--- src/rtl/fetch_unit_if.sv ---
// Fetch-unit bus: PC-update request, byte-wide imem port
// and decoded instruction fields toward decode/execute.
interface fetch_unit_if;
  logic        start;
  logic [63:0] PC;
  logic [63:0] mem_addr;
  logic [7:0]  mem_data;
  logic        mem_error;
  logic        busy;
  logic        done;
  logic [3:0]  icode;
  logic [3:0]  ifun;
  logic [3:0]  rA;
  logic [3:0]  rB;
  logic [63:0] valC;
  logic [63:0] valP;
  logic        instr_valid;
  logic        imem_error;

  modport master (
    output start, PC, mem_data, mem_error,
    input  mem_addr, busy, done, icode, ifun,
    input  rA, rB, valC, valP, instr_valid, imem_error
  );

  modport slave (
    input  start, PC, mem_data, mem_error,
    output mem_addr, busy, done, icode, ifun,
    output rA, rB, valC, valP, instr_valid, imem_error
  );
endinterface

--- src/rtl/fetch_unit.sv ---
// Multi-cycle Y86-64 instruction fetch, one byte per cycle
// from a byte-wide instruction memory.
module fetch_unit (
  input  logic        clk,
  input  logic        rst,
  fetch_unit_if.slave bus
);

  typedef enum logic [2:0] {
    IDLE, BYTE0, REGS, CONST, DONE
  } state_t;

  state_t      state_q;
  logic [63:0] pc_q;
  logic [3:0]  cnt_q;
  logic [2:0]  k_q;
  logic        busy_q;
  logic        done_q;
  logic [3:0]  icode_q;
  logic [3:0]  ifun_q;
  logic [3:0]  ra_q;
  logic [3:0]  rb_q;
  logic [63:0] valc_q;
  logic [63:0] valp_q;
  logic        ivalid_q;
  logic        ierr_q;
  logic [63:0] addr_d;
  logic [3:0]  op_d;
  logic        capture;

  function automatic logic has_regs(input logic [3:0] ic);
    has_regs = (ic inside {4'h2, 4'h3, 4'h4, 4'h5,
                           4'h6, 4'hA, 4'hB});
  endfunction

  function automatic logic has_const(input logic [3:0] ic);
    has_const = (ic inside {4'h3, 4'h4, 4'h5,
                            4'h7, 4'h8});
  endfunction

  // Byte address walks PC_l + cnt; parked at 0 when idle.
  always_comb begin
    addr_d = '0;
    if (state_q != IDLE)
      addr_d = pc_q + {60'd0, cnt_q};
  end

  assign op_d    = bus.mem_data[7:4];
  assign capture = (state_q == BYTE0) ||
                   (state_q == REGS)  ||
                   (state_q == CONST);

  // Fetch FSM; a memory error on any capture overrides it.
  always_ff @(posedge clk or posedge rst) begin
    if (rst) begin
      state_q  <= IDLE;
      pc_q     <= '0;
      cnt_q    <= '0;
      k_q      <= '0;
      busy_q   <= 1'b0;
      done_q   <= 1'b0;
      icode_q  <= 4'h0;
      ifun_q   <= 4'h0;
      ra_q     <= 4'hF;
      rb_q     <= 4'hF;
      valc_q   <= '0;
      valp_q   <= '0;
      ivalid_q <= 1'b0;
      ierr_q   <= 1'b0;
    end else begin
      unique case (state_q)
        IDLE: begin
          done_q <= 1'b0;
          if (bus.start) begin
            pc_q     <= bus.PC;
            cnt_q    <= '0;
            k_q      <= '0;
            ivalid_q <= 1'b0;
            ierr_q   <= 1'b0;
            valc_q   <= '0;
            ra_q     <= 4'hF;
            rb_q     <= 4'hF;
            busy_q   <= 1'b1;
            state_q  <= BYTE0;
          end
        end
        BYTE0: begin
          icode_q  <= op_d;
          ifun_q   <= bus.mem_data[3:0];
          ivalid_q <= (op_d <= 4'hB);
          cnt_q    <= cnt_q + 4'd1;
          if (has_regs(op_d)) begin
            state_q <= REGS;
          end else if (has_const(op_d)) begin
            state_q <= CONST;
          end else begin
            state_q <= DONE;
            done_q  <= 1'b1;
            valp_q  <= addr_d + 64'd1;
          end
        end
        REGS: begin
          ra_q  <= bus.mem_data[7:4];
          rb_q  <= bus.mem_data[3:0];
          cnt_q <= cnt_q + 4'd1;
          if (has_const(icode_q)) begin
            state_q <= CONST;
          end else begin
            state_q <= DONE;
            done_q  <= 1'b1;
            valp_q  <= addr_d + 64'd1;
          end
        end
        CONST: begin
          valc_q[{k_q, 3'b000} +: 8] <= bus.mem_data;
          k_q   <= k_q + 3'd1;
          cnt_q <= cnt_q + 4'd1;
          if (k_q == 3'd7) begin
            state_q <= DONE;
            done_q  <= 1'b1;
            valp_q  <= addr_d + 64'd1;
          end
        end
        DONE: begin
          done_q  <= 1'b0;
          busy_q  <= 1'b0;
          state_q <= IDLE;
        end
        default: state_q <= IDLE;
      endcase
      if (capture && bus.mem_error) begin
        state_q  <= DONE;
        done_q   <= 1'b1;
        ierr_q   <= 1'b1;
        icode_q  <= 4'h1;
        ifun_q   <= 4'h0;
        ivalid_q <= 1'b1;
        valp_q   <= pc_q;
        valc_q   <= '0;
        ra_q     <= 4'hF;
        rb_q     <= 4'hF;
      end
    end
  end

  assign bus.mem_addr    = addr_d;
  assign bus.busy        = busy_q;
  assign bus.done        = done_q;
  assign bus.icode       = icode_q;
  assign bus.ifun        = ifun_q;
  assign bus.rA          = ra_q;
  assign bus.rB          = rb_q;
  assign bus.valC        = valc_q;
  assign bus.valP        = valp_q;
  assign bus.instr_valid = ivalid_q;
  assign bus.imem_error  = ierr_q;

endmodule
--- src/flat_wrapper.sv ---
// flat-port wrapper written by rule: the top's interface ports become plain ports
module fetch_unit_flat 
  (clk, rst, bus_start, bus_PC, bus_mem_data, bus_mem_error, bus_mem_addr, bus_busy, bus_done, bus_icode, bus_ifun, bus_rA, bus_rB, bus_valC, bus_valP, bus_instr_valid, bus_imem_error);
  fetch_unit_if bus_i ();
  input  logic clk;
  input  logic rst;
  input wire logic [$bits(bus_i.start)-1:0] bus_start;
  input wire logic [$bits(bus_i.PC)-1:0] bus_PC;
  input wire logic [$bits(bus_i.mem_data)-1:0] bus_mem_data;
  input wire logic [$bits(bus_i.mem_error)-1:0] bus_mem_error;
  output wire logic [$bits(bus_i.mem_addr)-1:0] bus_mem_addr;
  output wire logic [$bits(bus_i.busy)-1:0] bus_busy;
  output wire logic [$bits(bus_i.done)-1:0] bus_done;
  output wire logic [$bits(bus_i.icode)-1:0] bus_icode;
  output wire logic [$bits(bus_i.ifun)-1:0] bus_ifun;
  output wire logic [$bits(bus_i.rA)-1:0] bus_rA;
  output wire logic [$bits(bus_i.rB)-1:0] bus_rB;
  output wire logic [$bits(bus_i.valC)-1:0] bus_valC;
  output wire logic [$bits(bus_i.valP)-1:0] bus_valP;
  output wire logic [$bits(bus_i.instr_valid)-1:0] bus_instr_valid;
  output wire logic [$bits(bus_i.imem_error)-1:0] bus_imem_error;
  assign bus_i.start = bus_start;
  assign bus_i.PC = bus_PC;
  assign bus_i.mem_data = bus_mem_data;
  assign bus_i.mem_error = bus_mem_error;
  assign bus_mem_addr = bus_i.mem_addr;
  assign bus_busy = bus_i.busy;
  assign bus_done = bus_i.done;
  assign bus_icode = bus_i.icode;
  assign bus_ifun = bus_i.ifun;
  assign bus_rA = bus_i.rA;
  assign bus_rB = bus_i.rB;
  assign bus_valC = bus_i.valC;
  assign bus_valP = bus_i.valP;
  assign bus_instr_valid = bus_i.instr_valid;
  assign bus_imem_error = bus_i.imem_error;
  fetch_unit u_core (.clk(clk), .rst(rst), .bus(bus_i));
endmodule
--- config.mk ---
export PLATFORM = sky130hd
export DESIGN_NAME = fetch_unit_flat
export DESIGN_NICKNAME = d
export VERILOG_FILES = /design/src/rtl/fetch_unit_if.sv /design/src/rtl/fetch_unit.sv /design/src/flat_wrapper.sv
export SDC_FILE = /design/constraint.sdc
export NUM_CORES = 1
export LEC_CHECK = 0
export CORE_MARGIN = 4
export CORE_UTILIZATION = 30
export CTS_CLUSTER_SIZE = 16
export DETAILED_ROUTE_END_ITERATION = 12
export PLACE_DENSITY_LB_ADDON = 0.1
export SYNTH_ARGS = -nofsm -noshare
export SYNTH_HDL_FRONTEND = slang
export SYNTH_SLANG_ARGS = --single-unit
--- constraint.sdc ---
create_clock -name clk -period 13.1 [get_ports clk]
set_clock_uncertainty 0.1 [all_clocks]
set_input_delay 3.93 -clock clk [delete_from_list [all_inputs] [get_ports clk]]
set_output_delay 3.93 -clock clk [all_outputs]
set_load 0.005 [all_outputs]
==> results.json, run 1 <==
{
  "nNetsFinal": 1789,
  "worst_setup_path_end_kind": "primary output",
  "power.share.switching_pct": 42.5,
  "vdd.ir_drop.worst_mv": 0.114,
  "worst_slack_ps": 4320,
  "synth_edf_count": 0,
  "synth_top_cell_by_area": "dfrtp_1",
  "synth_top_area_share_pct": 42.8,
  "clk_path_buf_depth": 3,
  "ys_ff_latch": 222,
  "fillers": 4127,
  "p_seq_share_pct": 32.1,
  "final.min_clock_period_ps": 8780,
  "die-area_um2": 45000,
  "layout-drive-gt1-share_pct": 5.12,
  "clkLatencyLatePin_ps": 560,
  "synthTopCellsByArea": "dfrtp_1 (43%), nand2_1 (8.9%), a22o_1 (4.2%)",
  "fp.dieW_um": 212,
  "status": "completed",
  "wl_per_cell_um": 21.1,
  "worst_slew_pin_slew_ps": 1070,
  "grt_pass1_vias": 11700,
  "hold_start": "u_core.bus.imem_error$_DFFE_PP0P_",
  "crit_chain": "ha_1 > inv_1 > fa_1 > nand2b_1 > a211oi_1 > nand3_1 > or4_1 > a21oi_1 > clkdlybuf4s50_1",
  "grtUsageTotal_pct": 20.5,
  "syn-instance-count": 1462,
  "slowest_delay_ps": 650,
  "power_mw": 3.73,
  "yosysWarningCount": 0,
  "fmax_mhz": 114,
  "yosys_most_used_dff": "dfrtp_1",
  "gp_congestion": 0.877,
  "cp.arrival_ps": 4750,
  "yosysUniqueCellTypes": 64,
  "rr_worst_depth": 13,
  "setup_tns_ps": 0,
  "first_pass_iters": 5,
  "finalMaxSlewViolations": 0,
  "rr_endpoint": "u_core.bus.valP[61]$_DFFE_PP0P_",
  "hold_buffers": 0,
  "fin_cells": 2252,
  "min_period_over_period_pct": 67.0,
  "core_um2": 41000,
  "cts_setup_buffers": 0,
  "max-cap-violations": 0,
  "preCtsSetupSlack_ps": 4990,
  "holdPathStages": 2,
  "seq_area_frac_synth_pct": 44.5,
  "hold_violations": 0,
  "hold_path_class": "register to register",
  "io_buffers": 287,
  "worst_slew_margin_rel_pct": 28.0,
  "antenna_found_initial": 0,
  "min_to": "u_core.bus.imem_error$_DFFE_PP0P_",
  "holdWs_ps": 372,
  "combPwrFrac_pct": 47.1,
  "setup_viol_count_final": 0,
  "viasPerCell": 5.28,
  "power_leakage_nw": 6.69,
  "ant_nets": 0,
  "cts_made_buffers": 27,
  "pin_count": 288,
  "crit_fanout": 15,
  "r2r_slack_ps": 7210,
  "p_int_mw": 2.14,
  "fp.dieH_um": 212,
  "required_ps": 9070,
  "cts_tree": "done",
  "syn_nets": 1552,
  "grt_setup_unrepaired": "no",
  "area_delta_synth_final_pct": 33.9,
  "wirelength_um": 47500,
  "num_rows": 74,
  "place_inst": 2202,
  "post-route-drc-count": 0,
  "synth_area_um2": 12500,
  "timing.rr.start": "u_core.cnt_q[0]$_DFFE_PP0P_",
  "h-tree-depth": 1,
  "post_cts_resized": 0,
  "async_flop_share_pct": 100,
  "crit_slowest_cell": "a211oi_1",
  "cts.sinks": 222,
  "cts.clk_slew.worst_paths_ps": 60,
  "cts_root_buffer": "clkbuf_16",
  "critical_path_class": "register to primary output",
  "power_density_nw_per_um2": 222,
  "routed-via-count": 11900,
  "p_switching_mw": 1.58,
  "initialDrtViolationCount": 905,
  "overflow": 0,
  "p_clk_share_pct": 20.8,
  "diodes": 0,
  "start_kind": "register",
  "dpl.hpwl_um": 33700,
  "grt_pass1_wl_um": 72900,
  "grt_max_degree": 96,
  "avgSynthCellArea_um2": 8.56,
  "start_util_pct": 30.5
}
## critical path, delay by kind of cell, from the launching register on
kind	cells	cell delay, ps
flops	1	420
buf+inv	2	670
compound gates	2	1040
simple gates	3	1440
fa+ha+maj	2	620
## placed cells by master (no fill, tap or decap), types with 5 or more instances in the layout
cell type	instances
xnor2_1	51
o31ai_1	13
nor2_1	77
xor2_1	39
and3_1	10
clkdlybuf4s50_1	287
nor3_1	33
clkbuf_8	7
mux2i_1	13
dfrtp_1	214
inv_1	33
ha_1	13
a21oi_1	74
nand3_1	51
a211oi_1	10
nand4b_1	5
nor4_1	28
clkbuf_1	7
clkbuf_16	27
a22o_1	60
or4_1	16
nor2b_1	14
o21ai_0	91
o22ai_1	16
nand4_1	35
o22a_1	8
nand2_1	294
o21ai_1	9
or3_1	41
nand2b_1	19
and2_1	14
o21a_1	5
dfstp_2	8
buf_4	16
## layout make-up
class | count | area (µm²) | share of cell area [%]
inverters | 35 | 139 | 0.829
repair buffers | 303 | 2990 | 17.9
well taps | 532 | 666 | 3.98
flip-flops and latches | 222 | 5570 | 33.2
multi-input cells | 1110 | 6460 | 38.6
clock buffers | 41 | 798 | 4.77
clock inverters | 9 | 121 | 0.725
## per-stage QoR
stage / utilization (%) / cell area, µm²
final: 40.8 / 16700
after global placement: 38.6 / 15800
after CTS: 40.8 / 16700
after global routing: 40.8 / 16700
after detailed placement: 38.6 / 15800
after floorplan: - / 12500
## synth_stat cells (20+ instances only)
library cell	instances
a22o_1	60
nor2_1	79
a21oi_1	74
nand4_1	35
nand2_1	295
xor2_1	39
nand2b_1	20
clkbuf_1	77
inv_1	34
or3_1	41
nand3_1	51
dfrtp_1	214
xnor2_1	51
nor4_1	28
o21ai_0	91
nor3_1	34
## state kept, by name, summed over array words and instances (netlist names), 3 cells and up
name	cells
u_core.bus.icode	4
u_core.bus.ifun	4
u_core.bus.rA	4
u_core.bus.rB	4
u_core.bus.valC	64
u_core.bus.valP	64
u_core.cnt_q	4
u_core.k_q	3
u_core.pc_q	64
u_core.state_q	3
## worst max path at each step
stage | from | endpoint | slack, ps | depth (start not counted)
final | u_core.cnt_q[0]$_DFFE_PP0P_ | bus_mem_addr[42] | 4320 | 9
after global routing | u_core.cnt_q[0]$_DFFE_PP0P_ | bus_mem_addr[42] | 3910 | 9
after CTS | u_core.cnt_q[0]$_DFFE_PP0P_ | bus_mem_addr[42] | 4340 | 9
after detailed placement | u_core.cnt_q[0]$_DFFE_PP0P_ | bus_mem_addr[42] | 4990 | 9
after global placement | u_core.cnt_q[0]$_DFFE_PP0P_ | bus_mem_addr[42] | 5060 | 9
after floorplan | rst | u_core.bus.busy$_DFFE_PP0P_ | 3010 | 1
## kinds of logic after synthesis
kind of cell	share of synthesized area, %
compound gates	16.2
buf+inv	3.97
flops	44.5
simple gates	26.5
fa+ha+maj	1.46
mux	1.04
xor+xnor	6.30
## routing by layer
layer | wire length [µm] | vias to the layer above | track usage, %
met5 | 0 | - | 0
met2 | 21200 | 374 | 31.9
li1 | - | 5652 | -
met1 | 22200 | 5790 | 29.7
met3 | 3060 | 67 | 3.85
met4 | 1010 | 0 | 4.83
## power groups by stage
stage / clock network [mW] / logic, mW / registers, mW
2_1_floorplan: 0 / 0.989 / 1.08
3_3_place_gp: 0 / 1.76 / 1.20
3_5_place_dp: 0 / 1.77 / 1.20
4_1_cts: 0.796 / 1.78 / 1.19
5_1_grt: 0.823 / 1.95 / 1.23
6_report: 0.775 / 1.76 / 1.19
(Power assumes the default switching activity.)
==> inputs of run 2 (changes only) <==
- clock period: 13.1 -> 7.07 ns (I/O delays scaled with it)
==> results.json, run 2 (synthesis gave the netlist of run 1 again) <==
{
  "fp.dieW_um": 212,
  "power_mw": 6.89,
  "grt_pass1_wl_um": 73700,
  "io_buffers": 287,
  "status": "completed",
  "num_rows": 74,
  "max-cap-violations": 0,
  "first_pass_iters": 5,
  "grtUsageTotal_pct": 20.8,
  "overflow": 0,
  "fp.dieH_um": 212,
  "vdd.ir_drop.worst_mv": 0.185,
  "grt_setup_unrepaired": "no",
  "holdWs_ps": 364,
  "fmax_mhz": 147,
  "start_kind": "register",
  "post-route-drc-count": 0,
  "gp_congestion": 0.854,
  "final_cell_mix": "nand2_1 (294), clkdlybuf4s50_1 (287), dfrtp_1 (214), o21ai_0 (91), nor2_1 (77)",
  "wl_per_cell_um": 21.1,
  "antenna_found_initial": 0,
  "pin_count": 288,
  "setup_viol_count_final": 0,
  "ant_nets": 0,
  "hold_path_class": "register to register",
  "cts.clk_slew.worst_paths_ps": 60,
  "fin_cells": 2265,
  "cts_root_buffer": "clkbuf_16",
  "worst_slack_ps": 254,
  "min_period_over_period_pct": 96.4,
  "worst_slew_margin_rel_pct": 26.0,
  "initialDrtViolationCount": 822,
  "utilization_pct": 41.1,
  "critical_path_class": "register to primary output",
  "crit_fanout": 12,
  "clk_path_buf_depth": 3,
  "layout-drive-gt1-share_pct": 6.12,
  "grt_max_degree": 127,
  "finalMaxSlewViolations": 0,
  "clkLatencyLatePin_ps": 560,
  "required_ps": 4850,
  "hold_violations": 0,
  "place_inst": 2216,
  "hold_buffers": 0,
  "core_um2": 41000,
  "setup_tns_ps": 0,
  "worst_setup_path_end_kind": "primary output",
  "dpl.hpwl_um": 34400,
  "cts_tree": "done",
  "mostFrequentLayoutCell": "nand2_1",
  "dpl_cell_area_um2": 15900,
  "cp.arrival_ps": 4600,
  "diodes": 0,
  "cts.sinks": 222,
  "viasPerCell": 5.23,
  "power_leakage_nw": 6.77,
  "post_cts_resized": 0,
  "power_density_nw_per_um2": 409,
  "routed-via-count": 11800,
  "start_util_pct": 30.5,
  "final.min_clock_period_ps": 6820,
  "cts_made_buffers": 27,
  "grt_pass1_vias": 11900,
  "nNetsFinal": 1803,
  "h-tree-depth": 1,
  "preCtsSetupSlack_ps": 941,
  "final_area_um2": 16800,
  "die-area_um2": 45000,
  "area_delta_synth_final_pct": 34.7,
  "cts_setup_buffers": 0,
  "wirelength_um": 47800,
  "worst_slew_pin_slew_ps": 1100
}
## run 2: worst max-delay path, cell delays in order, from the launching register on
cell and delay [ps]:
dfrtp_1 410, ha_1 220, inv_1 70, fa_1 390, nand2b_1 220, a211oi_1 700, nand2_1 490, or4_1 590
a21oi_1 360, clkdlybuf4s50_1 590
## run 2: area by class of cell
type	count	area, µm²
fill	4155	24200
multi-input combinational	1110	6460
sequential	222	5570
timing repair buffer	317	3110
clock buffer	37	793
tap	532	666
inverter	35	135
clock inverter	12	116
## run 2: final timing paths
kind,start,endpoint,slack [ps],depth (start not counted)
min in group asynchronous,rst,u_core.bus.valP[9]$_DFFE_PP0P_,2000,3
max reg2reg,u_core.pc_q[10]$_DFFE_PP0P_,u_core.bus.valP[61]$_DFFE_PP0P_,1300,12
min reg2reg,u_core.bus.valP[18]$_DFFE_PP0P_,u_core.bus.valP[18]$_DFFE_PP0P_,360,2
min,u_core.bus.valP[18]$_DFFE_PP0P_,u_core.bus.valP[18]$_DFFE_PP0P_,360,2
max in group asynchronous,rst,u_core.bus.icode[0]$_DFFE_PP0P_,4260,3
max,u_core.cnt_q[0]$_DFFE_PP0P_,bus_mem_addr[56],250,9
## run 2: metal layers
metal | track usage, % | vias to the layer above | wire (µm)
li1 | - | 5680 | -
met1 | 29.6 | 5754 | 22200
met2 | 33.0 | 359 | 21700
met3 | 3.95 | 53 | 2890
met4 | 4.76 | 0 | 927
met5 | 0 | - | 0
## run 2: report_power, final
group / internal [mW] / switching [mW]
sequential: 1.69 / 0.509
combinational: 1.43 / 1.83
clock: 0.853 / 0.570
